==> config.mk <==
export PLATFORM = sky130hd
export DESIGN_NAME = random_access_memory
export DESIGN_NICKNAME = d
export VERILOG_FILES = /design/src/rtl/random_access_memory.sv
export SDC_FILE = /design/constraint.sdc
export NUM_CORES = 1
export LEC_CHECK = 0
export CAP_MARGIN = 10
export CORE_MARGIN = 3
export CORE_UTILIZATION = 62
export DETAILED_ROUTE_END_ITERATION = 6
export HOLD_SLACK_MARGIN = 0.1
export MAX_ROUTING_LAYER = met4
export PLACE_DENSITY = 0.89
export SLEW_MARGIN = 20
export SYNTH_ARGS = -nofsm -noshare
export SYNTH_HDL_FRONTEND = slang
export SYNTH_SLANG_ARGS = --single-unit
==> constraint.sdc <==
create_clock -name clk -period 5.1 [get_ports clk]
set_clock_uncertainty 0.1 [all_clocks]
set_input_delay 1.02 -clock clk [delete_from_list [all_inputs] [get_ports clk]]
set_output_delay 1.02 -clock clk [all_outputs]
set_load 0.1 [all_outputs]
==> src/rtl/random_access_memory.sv <==
// rtl/random_access_memory.sv - 16x8 RAM with bus and manual write paths and a zero-fill sweep
// The sweep also runs automatically after reset, so the array never needs its own reset.
module random_access_memory (
  input  logic       clk,
  input  logic       rst,
  input  logic [3:0] address,
  input  logic [7:0] bus_in,
  input  logic       write_from_bus,
  input  logic       out_to_bus,
  input  logic       manual_mode,
  input  logic       manual_write,
  input  logic [7:0] manual_switches,
  input  logic       clear_request,
  output logic [7:0] bus_out,
  output logic       bus_out_en,
  output logic [7:0] data,
  output logic       busy
);

  typedef enum logic {IDLE, CLEAR} state_t;

  state_t     state_q, state_d;
  logic [3:0] cnt_q, cnt_d;
  logic       sync1_q, sync2_q, sync2_prev_q;
  logic [7:0] data_q;
  logic [7:0] mem_q [16];

  logic       mem_we;
  logic [3:0] mem_waddr;
  logic [7:0] mem_wdata;
  logic       manual_pulse;

  assign manual_pulse = sync2_q & ~sync2_prev_q;

  always_ff @(posedge clk or negedge rst) begin
    if (!rst) begin
      state_q      <= CLEAR;
      cnt_q        <= 4'd0;
      sync1_q      <= 1'b0;
      sync2_q      <= 1'b0;
      sync2_prev_q <= 1'b0;
      data_q       <= 8'h00;
    end else begin
      state_q      <= state_d;
      cnt_q        <= cnt_d;
      sync1_q      <= manual_write;
      sync2_q      <= sync1_q;
      sync2_prev_q <= sync2_q;
      data_q       <= mem_q[address];
    end
  end

  always_comb begin
    state_d   = state_q;
    cnt_d     = cnt_q;
    mem_we    = 1'b0;
    mem_waddr = address;
    mem_wdata = bus_in;
    case (state_q)
      IDLE: begin
        // A clear request wins over any write presented in the same cycle.
        if (clear_request) begin
          state_d = CLEAR;
          cnt_d   = 4'd0;
        end else if (manual_mode) begin
          if (manual_pulse) begin
            mem_we    = 1'b1;
            mem_wdata = manual_switches;
          end
        end else if (write_from_bus) begin
          mem_we = 1'b1;
        end
      end
      CLEAR: begin
        mem_we    = 1'b1;
        mem_waddr = cnt_q;
        mem_wdata = 8'h00;
        cnt_d     = cnt_q + 4'd1;
        if (cnt_q == 4'd15) begin
          state_d = IDLE;
          cnt_d   = 4'd0;
        end
      end
      default: begin
        state_d = CLEAR;
        cnt_d   = 4'd0;
      end
    endcase
  end

  // Reset holds the FSM in CLEAR, so the write strobe must also be gated by rst.
  always_ff @(posedge clk) begin
    if (rst && mem_we) begin
      mem_q[mem_waddr] <= mem_wdata;
    end
  end

  assign bus_out    = mem_q[address];
  assign bus_out_en = out_to_bus & ~manual_mode & (state_q == IDLE);
  assign data       = data_q;
  assign busy       = (state_q == CLEAR);

endmodule

After elaboration in Yosys (flattened, before gate mapping)
Memories as Yosys holds them, arrays and structs flattened.
Index checks and enable logic that the tools add are counted.
Word-level totals
  flip-flop bits (word level): 16
  bits in writable memories: 128
  input bits: 27
  logic and storage cells: 35
  memories kept: 1
Memory list
  mem_q: depth 16, bits a word 8, read ports 1, clocked after memory_dff 0, write ports 1, line 26  | logic [7:0] mem_q [16];
Cells by class
  add/sub/neg operators: 1
  eq/ne operators: 2
  muxes and demuxes: 18
  bitwise operators: 6
  reductions and logical operators: 1
Operator list (number)
  2-to-1 mux 8 bit: 3
  one-hot mux 8 bit (2 select lines): 1
  2-to-1 mux 4 bit: 3
  2-to-1 mux 1 bit: 8
  one-hot mux 4 bit (2 select lines): 1
  adder 4 x 1 -> 4 bit, second input constant: 1
  == test 4 bit, second input constant: 1
  one-hot mux 1 bit (2 select lines): 2
  bitwise AND 1 bit: 3
  NOT 1 bit: 3
  inequality test 2 bit, second input constant: 1
  logical AND 1 bit: 1

Depth between registers and ports, before layout
  word-level depth: 9
  mapped depth: 7
  gate-level depth less buffers: 5

Worst setup path before layout
Ideal clock, no wire load.
  path type: in2out
  start point: in address[2]
  end point: out bus_out[3]
  data arrival time: 3.386 ns
  required time: 3.980 ns
  path slack: 0.594 ns
  stages: 6
  buffers on the path: 3
  cell sequence: buf_2 buf_2 buf_2 mux4_2 mux2i_1 a21oi_1
Between the ends
  word-level cells in the longest chain between the ends: 1
RTL lines
  from (decl): line 6  | input logic [3:0] address,
  memory read (16 x 8 bit)
  to (decl): line 14  | output logic [7:0] bus_out,
Every way passes these cells.

Worst setup path after layout
  start point: in address[0]
  end point: out bus_out[7]
The elaborated chain is that of the path after synthesis.

==> results.json <==
{
  "outcome": "finished, final reports clean",
  "min_period_over_period_pct": 88.7,
  "slew_violations": 0,
  "path_clk_slew_ns": 0.06,
  "die_area_um2": 10500,
  "hold_class": "flop to flop",
  "cts_setup_buffers": 0,
  "crit-reg2reg-launch": "busy",
  "hold_buffers": 0,
  "area_delta_synth_final_pct": 21.4,
  "cp-start-kind": "input pin",
  "die_h_um": 103,
  "r2r_end": "mem_q[0][0]",
  "yosysSeqAreaShare_pct": 73.3,
  "die_x_um": 103,
  "r2r_cells": 3,
  "insertion_delay_ns": 0.51,
  "place_inst": 464,
  "total_power_mw": 3.36,
  "cts-root-buf": "clkbuf_8",
  "drt_drc_violations_left": 0,
  "vias": 3349,
  "place_hpwl_mm": 7.98,
  "gr-usage-all-layers_pct": 27.0,
  "combPwrFrac_pct": 20.9,
  "intPower_mw": 2.32,
  "dr.pass1.iters": 5,
  "stdcell_count": 496,
  "synthDistinctLibCells": 36,
  "holdCritStartpoint": "sync1_q",
  "pwr-share-clk_pct": 33.2,
  "relSlewSlack_pct": 27.5,
  "power_switching_mw": 1.04,
  "syn-num-nets": 336,
  "avgRoutedWirePerCell_um": 25.4,
  "core_um2": 8890,
  "grt_overflow": 0,
  "tns_ns": 0,
  "syn_area_per_cell_um2": 18.8,
  "yosysWarnings": 0,
  "grt_max_degree": 45,
  "drive_gt1_share_pct": 26.8,
  "synthArstFlopShare_pct": 11.1,
  "synthesis.area_um2": 5800,
  "peakVddDrop_v": 0.000317,
  "drt_iter0_drc": 366,
  "synth_ff_type": "edfxtp_1",
  "seq_power_share_pct": 46.0,
  "critPathLaunch": "address[0]",
  "holdWs_ns": 0.261,
  "sw_frac_of_total_pct": 30.9,
  "numCtsBuffers": 17,
  "ys_ff_latch": 144,
  "clockBufferDepth": 2,
  "io_buffers": 44,
  "grt_antenna_before_repair": 0,
  "tightest_slew_ns": 1.08,
  "grt_pass1_wl_mm": 19.3,
  "final_core_util_pct": 79.2,
  "initial_utilization_pct": 65.2,
  "crit_required_ns": 3.98,
  "cp_max_fo": 10,
  "ctsResizeCount": 0,
  "vias_per_cell": 6.75,
  "rows": 34,
  "cts_max_level": 4,
  "cts_tree": "done",
  "reg2reg_slack_ns": 2.41,
  "finalSetupViolations": 0,
  "cap_viol_max_count": 0,
  "fin_nets": 403,
  "hold_viol": 0,
  "p_per_area_nw_per_um2": 477,
  "io_pins": 45,
  "synth_edf_count": 128,
  "rsz0062_at_grt": "false",
  "p_leak_nw": 2.42,
  "routed_wl_mm": 12.6,
  "cp-endpoint": "bus_out[7]",
  "critPathKind": "input pin to primary output",
  "critical_path_arrival_ns": 3.40,
  "cp-end-kind": "primary output",
  "postSynthCellCount": 308,
  "layout_min_cycle_time_ns": 4.52,
  "fmax_ghz": 0.221,
  "cts.sinks": 144,
  "grt_pass1_vias": 3459,
  "diodes": 0,
  "ant_nets": 0,
  "fillCellCount": 440,
  "place_congestion": 0.829
}
-- worst max-delay path: stages --
cell and delay [ns]:
clkdlybuf4s50_1 0.86, nand2b_1 0.40, a211oi_1 0.46, nor3b_1 0.13, a221o_1 0.34, buf_12 0.19
-- synth_stat cells (3+ instances only) --
cell type,count,area [um^2]
nand2_1,5,18.8
mux4_2,24,541
buf_6,4,45.0
mux2i_1,12,120
clkbuf_1,4,15.0
nand2b_1,4,25.0
nor3b_1,5,37.5
a21oi_1,7,35.0
a22o_1,3,26.3
edfxtp_1,128,3840
nor2_1,13,48.8
a211oi_1,6,45.0
nor2b_1,8,50.1
o22ai_1,7,43.8
dfrtp_1,15,375
mux2_2,10,113
nor3_1,16,80.1
buf_2,9,45.0
a221o_1,4,40.0
-- cells by family after synthesis --
group / synth area share, %
AO/OA/AOI/OAI: 4.79
XOR/XNOR: 0.151
adder cells (fa/ha/maj): 0.216
buffers and inverters: 2.35
flip-flops: 73.3
multiplexers: 14.2
AND/OR/NAND/NOR: 4.99
-- area by class of cell --
cell class	count	area [um^2]	area share, %
Sequential cell	144	4250	60.3
Multi-Input combinational cell	143	1430	20.2
Timing Repair Buffer	66	678	9.64
Clock buffer	18	418	5.94
Tap cell	108	135	1.92
Clock inverter	14	125	1.78
Inverter	3	11.3	0.160
-- per-layer routing --
layer,vias up,GRT usage (%),routed length (um),share of wire [%]
met2,217,42.4,6390,51
li1,1392,-,-,-
met3,54,7.24,1280,10
met4,0,14.3,553,4.4
met1,1686,32.3,4410,35
met5,-,-,0,0
-- layout by cell type, fill, tap and decap left out, drive strengths merged, types with 10 or more instances in the layout --
master / count
edfxtp: 128
clkdlybuf4s50: 34
buf: 32
mux4: 26
clkbuf: 18
nor3: 16
dfrtp: 15
nor2: 13
mux2i: 12
mux2: 10
-- worst min-delay path by stage --
stage / cells after the start / slack (ns) / endpoint
after global routing: 0 / 0.27 / sync2_q
after detailed placement: 0 / 0.24 / sync2_q
final: 0 / 0.26 / sync2_q
after global placement: 0 / 0.24 / sync2_q
after floorplan: 0 / 0.23 / sync2_q
after CTS: 0 / 0.27 / sync2_q
-- per-stage QoR --
step           cell area, um^2  worst slack, ns
2_1_floorplan             5800            0.594
3_3_place_gp              6490            0.727
3_5_place_dp              6490            0.657
6_report                  7040            0.576
4_1_cts                   7030            0.636
5_1_grt                   7040            0.515
-- state kept, by name, summed over array words and instances (netlist names) --
register      count
data              8
cnt_q             4
mem_q           128
sync2_prev_q      1
sync2_q           1
busy              1
sync1_q           1
-- power groups by stage --
stage,Clock (mW),Sequential (mW),Combinational (mW)
after CTS,1.13,1.54,0.696
after global placement,0,1.55,0.655
after floorplan,0,1.61,0.389
after detailed placement,0,1.56,0.688
final,1.11,1.54,0.701
after global routing,1.18,1.56,0.734
(Power assumes the default switching activity.)
